$ cat src/rtl/wear_level_allocator.sv
// Wear-levelling free-block allocator: owns the erase counters and the free bitmap,
// and grants the free block with the lowest erase count by a one-block-per-cycle scan.
module wear_level_allocator #(
  parameter int          BLOCKS    = 64,
  parameter int          ERASE_W   = 16,
  parameter int unsigned THRESHOLD = 1000
) (
  input  logic                       clk,
  input  logic                       rst,
  input  logic                       alloc_req,
  output logic                       alloc_ack,
  output logic                       alloc_fail,
  output logic [$clog2(BLOCKS)-1:0]  alloc_block,
  input  logic                       release_valid,
  input  logic [$clog2(BLOCKS)-1:0]  release_block,
  input  logic                       erase_done_valid,
  input  logic [$clog2(BLOCKS)-1:0]  erase_done_block,
  output logic                       busy,
  output logic [$clog2(BLOCKS):0]    free_count,
  input  logic [$clog2(BLOCKS)-1:0]  cnt_rd_addr,
  output logic [ERASE_W-1:0]         cnt_rd_data
);

  localparam int                 IW   = $clog2(BLOCKS);
  localparam int                 CW   = IW + 1;
  localparam logic [ERASE_W-1:0] THR  = ERASE_W'(THRESHOLD);
  localparam logic [IW-1:0]      LAST = IW'(BLOCKS - 1);

  typedef enum logic [1:0] {IDLE, SCAN, DONE} state_t;

  state_t               state_q, state_d;
  logic [BLOCKS-1:0]    free_q, free_d;
  logic [ERASE_W-1:0]   cnt_q [BLOCKS];
  logic [CW-1:0]        free_count_q, free_count_d;
  logic [IW-1:0]        idx_q, idx_d;
  logic [IW-1:0]        best_idx_q, best_idx_d;
  logic [ERASE_W-1:0]   best_cnt_q, best_cnt_d;
  logic                 best_valid_q, best_valid_d;
  logic                 grant, eligible, last_idx, rel_new, er_new;

  function automatic logic [ERASE_W-1:0] sat_inc(input logic [ERASE_W-1:0] v);
    return (&v) ? v : v + 1'b1;
  endfunction

  always_comb begin
    state_d      = state_q;
    idx_d        = idx_q;
    best_idx_d   = best_idx_q;
    best_cnt_d   = best_cnt_q;
    best_valid_d = best_valid_q;
    alloc_ack    = 1'b0;
    alloc_fail   = 1'b0;
    alloc_block  = '0;
    grant        = 1'b0;
    last_idx     = (idx_q == LAST);
    eligible     = free_q[idx_q] && (cnt_q[idx_q] < THR) && (cnt_q[idx_q] < best_cnt_q);
    case (state_q)
      IDLE: begin
        if (alloc_req) begin
          state_d      = SCAN;
          idx_d        = '0;
          best_idx_d   = '0;
          best_cnt_d   = '1;
          best_valid_d = 1'b0;
        end
      end
      SCAN: begin
        // strict less-than keeps the lowest index on ties
        if (eligible) begin
          best_cnt_d   = cnt_q[idx_q];
          best_idx_d   = idx_q;
          best_valid_d = 1'b1;
        end
        if (last_idx) state_d = DONE;
        else          idx_d   = idx_q + 1'b1;
      end
      DONE: begin
        if (best_valid_q) begin
          alloc_ack   = 1'b1;
          alloc_block = best_idx_q;
          grant       = 1'b1;
        end else begin
          alloc_fail  = 1'b1;
        end
        state_d = IDLE;
      end
      default: state_d = IDLE;
    endcase
  end

  always_comb begin
    free_d  = free_q;
    rel_new = release_valid && !free_q[release_block];
    // a same-block release already accounts for this 0->1 transition
    er_new  = erase_done_valid && !free_q[erase_done_block] &&
              !(release_valid && (release_block == erase_done_block));
    if (release_valid)    free_d[release_block]    = 1'b1;
    if (erase_done_valid) free_d[erase_done_block] = 1'b1;
    if (grant)            free_d[best_idx_q]       = 1'b0;
    free_count_d = free_count_q + CW'(rel_new) + CW'(er_new) - CW'(grant);
  end

  always_ff @(posedge clk) begin
    if (rst) begin
      state_q      <= IDLE;
      idx_q        <= '0;
      best_idx_q   <= '0;
      best_cnt_q   <= '0;
      best_valid_q <= 1'b0;
      free_q       <= '1;
      free_count_q <= CW'(BLOCKS);
    end else begin
      state_q      <= state_d;
      idx_q        <= idx_d;
      best_idx_q   <= best_idx_d;
      best_cnt_q   <= best_cnt_d;
      best_valid_q <= best_valid_d;
      free_q       <= free_d;
      free_count_q <= free_count_d;
    end
  end

  always_ff @(posedge clk) begin
    if (rst) begin
      for (int i = 0; i < BLOCKS; i++) cnt_q[i] <= '0;
    end else if (erase_done_valid) begin
      cnt_q[erase_done_block] <= sat_inc(cnt_q[erase_done_block]);
    end
  end

  assign busy        = (state_q != IDLE);
  assign free_count  = free_count_q;
  assign cnt_rd_data = cnt_q[cnt_rd_addr];

endmodule

$ cat config.mk
export PLATFORM = sky130hd
export DESIGN_NAME = wear_level_allocator
export DESIGN_NICKNAME = d
export VERILOG_FILES = /design/src/rtl/wear_level_allocator.sv
export SDC_FILE = /design/constraint.sdc
export NUM_CORES = 2
export LEC_CHECK = 0
export ABC_AREA = 0
export CAP_MARGIN = 10
export CORE_ASPECT_RATIO = 0.8
export CORE_UTILIZATION = 25
export CTS_CLUSTER_SIZE = 10
export DETAILED_ROUTE_END_ITERATION = 10
export PLACE_DENSITY_LB_ADDON = 0.05
export SYNTH_ARGS = -nofsm -noshare
export SYNTH_HDL_FRONTEND = slang
export SYNTH_SLANG_ARGS = --single-unit
export TNS_END_PERCENT = 30
$ cat constraint.sdc
create_clock -name clk -period 5.4 [get_ports clk]
set_input_delay 0.54 -clock clk [delete_from_list [all_inputs] [get_ports clk]]
set_output_delay 0.54 -clock clk [all_outputs]
set_load 0.01 [all_outputs]
# After elaboration in Yosys (flattened, before gate mapping)
# Memory sizes are Yosys's and may differ from the RTL's. A register that Yosys moved wholly into a read port is not among the register bits.
# Cells that the tools add are included.
dict set report totals {
  output_inout_bits 32
  word_cells 100
  register_bits 102
  memories 1
  inputBits 23
  ramBits 1024
}
dict set report classes {
  addsub 5
  n_lt_le_gt_ge 9
  n_eq_ne 8
  n_reduce_logical 20
  n_mux 46
  bitwise 4
}
# memory depth width read_ports rd_ports_with_merged_regs write_ports line
set memory_table {}
lappend memory_table {cnt_q 64 16 3 1 64 33} ;# logic [ERASE_W-1:0] cnt_q [BLOCKS];
# operator count
set ops {}
lappend ops {{$mux 64} 3}
lappend ops {{$or 64x64->64} 2}
lappend ops {{$and 64x64->64} 1}
lappend ops {{$mux 16} 4}
lappend ops {{$not 64->64} 1}
lappend ops {{$mux 6} 8}
lappend ops {{$pmux 16 s2} 1}
lappend ops {{$lt 6x7->1 const B} 4}
lappend ops {{$pmux 6 s2} 2}
lappend ops {{$bmux 1 s6} 3}
lappend ops {{$demux 1 s6} 3}
lappend ops {{$ge 6x1->1 const B} 3}
lappend ops {{$mux 1} 18}
lappend ops {{$add 16x1->16 const B} 1}
lappend ops {{$lt 16x10->1 const B} 1}
lappend ops {{$lt 16x16->1} 1}
lappend ops {{$reduce_and 16->1} 1}
lappend ops {{$reduce_or 16->1} 1}
lappend ops {{$add 7x1->7} 2}
lappend ops {{$logic_and 1x1->1} 9}
lappend ops {{$ne 2x2->1 const B} 4}
lappend ops {{$sub 7x1->7} 1}
lappend ops {{$add 6x1->6 const B} 1}
lappend ops {{$eq 6x6->1} 1}
lappend ops {{11 further kinds} 16}

# Logic depth before layout (Yosys ltp)
dict set report depth {
  ltp_word 10
  mapped_depth 24
  depth_no_buf 19
}

# Least setup slack after synthesis
# No wires, ideal clock.
dict set report synth_path {
  path_type {register to register}
  from {register with a tool-made name}
  to {register best_cnt_q[0]}
  path_stages_with_launch 18
  arrival_time_ns 4.591
  t_required_ns 5.263
  setup_slack_ns 0.672
  path_buffers 6
  setup_time_ns 0.137
  synth_period_minus_slack_ns 4.728
  path_cell_list {dfxtp_1 -> buf_2 -> buf_4 -> buf_4 -> buf_2 -> buf_1 -> mux4_2 -> mux4_2 -> mux4_2 -> ha_1 -> o21ai_0 -> nand2b_1 -> a21oi_1 -> nor4_1 -> o21ai_0 -> nand4_1 -> clkbuf_1 -> a211oi_1}
}
# element line
set synth_lines {}
lappend synth_lines {{to (signal assigned)} 116} ;# best_cnt_q <= best_cnt_d;
lappend synth_lines {{to (decl)} 37} ;# logic [ERASE_W-1:0] best_cnt_q, best_cnt_d;

==> metrics.cfg <==
[setup_path]
crit_family=compound AO/OA/AOI/OAI gates
start_kind=flop
end_kind=flop
cp_num_buf_inv=5
cp_data_arrival_time_ns=5.88
max_stage_delay_ns=0.51
critPathRequiredTime_ns=6.14
worstPathCellList=buf_12 > buf_12 > mux4_2 > a22o_1 > a221oi_4 > buf_4 > o22ai_1 > nor3_2 > inv_1 > ha_1 > a21o_1 > a21o_1 > a21oi_1 > nor3_1 > a2111oi_1 > o211ai_1 > nor4b_2 > nand4_1 > buf_4 > mux2i_1 > nor2_1
worstSetupPathType=reg -> reg
crit_fanout=15
crit_slowest_cell=mux4_2

[synth]
synthFlopType=edfxtp_1
synthesis.area_um2=67900
synth-async-reset-ratio_pct=0
ys_top_cells_by_area=edfxtp_1 (45%), mux4_2 (23%), nor2_1 (6.3%)
yosysTopAreaCellShare_pct=45.3
synth-edff-count=1024
ys_seq_elements=1132
postSynthAreaPerCell_um2=13.1
syn_nets=5238
ys_types=89
netlist_instances=5190
yosys.area.top_type=edfxtp_1
yosysSeqAreaShare_pct=48.5
yosysWarnings=0

[placed_design]
dpl_cell_area_um2=76600
port_buffers=54
place.gp.congestion=0.953
dp_hpwl_mm=292

[cts]
cts_hold_buffers=0
cts_made_buffers=155
tritoncts=built
clk_pin_slew_ns=0.06
cts.sinks=1132
htreeDepth=4
clock-root-buffer=clkbuf_16
clockBufferDepth=4
clk_latency_ns=0.87

[route]
vias_per_cell=5.95
antenna_left=0
drt_iter0_drc=7847
dr_total_vias=54700
wl_per_cell_um=45.5
dr.pass1.iters=8
drc=0
finalWirelength_mm=418

[power_and_ir_drop]
leakage_nw=28.0
combPwrFrac_pct=20.1
vdd_ir_drop_max_mv=0.200
p_switching_mw=7.86
power_frac_seq_pct=40.7
p_int_mw=17.1
power_mw=24.9
p_clk_share_pct=39.2
power.density_nw_per_um2=307
p_sw_share_pct=31.5

[sta]
finalMaxSlewViolations=0
setup-violations-final=0
worst_pin_slew_ns=1.36
slew-limit-headroom_pct=9.21
timing.final.crit_share_pct=95.3
grt_setup_unrepaired=false
period_needed_ns=5.15
hold_violations=0
skew_ns=0.0653
hold_slack_ns=0.184
fmax_mhz=194
tns_ns=0

[global_routing]
grt_use_total_pct=30.1
antenna_found_initial=49
overflow=0
grt_pass1_wl_mm=544
grt_pass1_vias=51600
grt_max_degree=48

[floorplanning]
start_util_pct=25.2
fp-row-count=170
die_y_um=468
ioPinCount=55
coreArea_um2=269000
die_w_um=585
dieArea_um2=274000

[cells_and_area]
nNetsFinal=5532
layout-drive-gt1-share_pct=30.7
multi_input_area_um2=32500
area.sequential_um2=32900
area_growth_pct=19.4
fin_area_um2=81100
nFillCells=27100

[run]
drv_cap=0

[status]
run_status=completed

[worst_hold_path]
hold_class=in -> reg
hp-start=rst

## layout by cell type (no fill, tap or decap), types with 21 or more instances in the layout
master	count
dfxtp_1	103
clkinv_1	29
clkbuf_1	42
clkdlybuf4s50_1	46
a221o_1	48
mux2_2	94
or3b_2	21
a221oi_1	106
nand2_1	158
and2_1	22
nor2_1	1130
buf_4	513
a21o_1	48
o21ai_0	56
nor3_1	33
a211oi_1	60
ha_1	23
a22oi_1	144
nand3_1	46
a22o_1	38
edfxtp_1	1024
inv_1	58
nand2b_1	30
mux2i_1	177
mux4_2	700
buf_12	100
o22ai_1	63
clkbuf_16	159
a21oi_1	182
## area by class of cell
cell class	count	area share, %
sequential	1132	40.6
inverter	64	0.301
clock buffer	203	5.13
timing repair buffer	668	7.93
antenna	11	0.0339
tap	3612	5.57
clock inverter	48	0.344
multi-input combinational	3463	40.1
## metal layers
metal  GRT usage [%]  up-vias  part of all wire [%]  routed length, µm
li1                -    21100                     -                  -
met1            42.7    29600                    44             184000
met2            43.4     3320                    42             175000
met3            7.89      659                   9.7              40800
met4            11.5       26                   4.4              18500
met5               0        -                 0.041                171
## power groups by stage
stage	clock (mW)	sequential (mW)	combinational, mW
3_3_place_gp	0	10.3	4.92
5_1_grt	10.2	10.2	5.07
2_1_floorplan	0	10.2	2.41
6_report	9.79	10.1	5.01
4_1_cts	9.98	10.1	4.91
3_5_place_dp	0	10.3	4.89
## through the flow
step                      utilization (%)  worst slack (ns)  std cells
after CTS                            30.1            0.0860       9189
after global placement               28.4            -0.747       8936
final                                30.1             0.255       9201
after detailed placement             28.4            -0.397       8939
after floorplan                         -             0.672       5190
after global routing                 30.1            0.0117       9192
## synthesized netlist by cell type, types with 20 or more instances
| master | instances |
|---|---|
| a211oi_1 | 60 |
| a21o_1 | 53 |
| a21oi_1 | 183 |
| a221o_1 | 48 |
| a221oi_1 | 107 |
| a22o_1 | 38 |
| a22oi_1 | 144 |
| and2_1 | 23 |
| buf_1 | 63 |
| buf_2 | 137 |
| buf_4 | 35 |
| buf_6 | 39 |
| clkbuf_1 | 255 |
| dfxtp_1 | 108 |
| edfxtp_1 | 1024 |
| ha_1 | 23 |
| inv_1 | 61 |
| mux2_2 | 94 |
| mux2i_1 | 177 |
| mux4_2 | 700 |
| nand2_1 | 161 |
| nand2b_1 | 31 |
| nand3_1 | 46 |
| nand3b_1 | 20 |
| nor2_1 | 1135 |
| nor2b_1 | 21 |
| nor3_1 | 42 |
| o21ai_0 | 56 |
| o22ai_1 | 63 |
| or3b_2 | 21 |
## worst register-to-register path, delay by kind of cell, from the launching register on
family	cells	cell delay, ns
AOI/OAI and AO/OA	8	1.93
buffers and inverters	5	0.94
and+or+nand+nor	5	0.84
muxes	2	0.70
DFF	1	0.42
adders and majority gates	1	0.18
## logic make-up (layout without fill, tap and decap cells)
kind of cell	count (synthesis)	count (layout)	synth area share [%]
compound gates	858	858	9.07
xor+xnor	22	22	0.350
fa+ha+maj	25	25	0.483
buf+inv	595	983	4.20
flops	1132	1132	48.5
mux	977	977	27.5
other cells	0	11	0
simple gates	1581	1581	9.93
## what timing repair did
action,CTS,global route
buffers inserted,0,0
setup endpoints to repair,23,23
gates resized for setup,3,7
pin swaps,0,0
## state kept, by name, summed over array words and instances, names as in the netlist, named ones only
name	cells
free_count	7
best_idx_q	6
cnt_q	1024
best_cnt_q	16
idx_q	6
best_valid_q	1
free_q	64
state_q	2
## final timing paths
kind                         end  slack, ns  cells past startpoint
setup / recovery   best_idx_q[4]       0.25                     21
hold / removal     best_cnt_q[5]       0.18                      2
setup reg to reg   best_idx_q[4]       0.25                     21
hold reg to reg   best_cnt_q[15]       0.48                      2
Power figures use the tool's default switching activity.
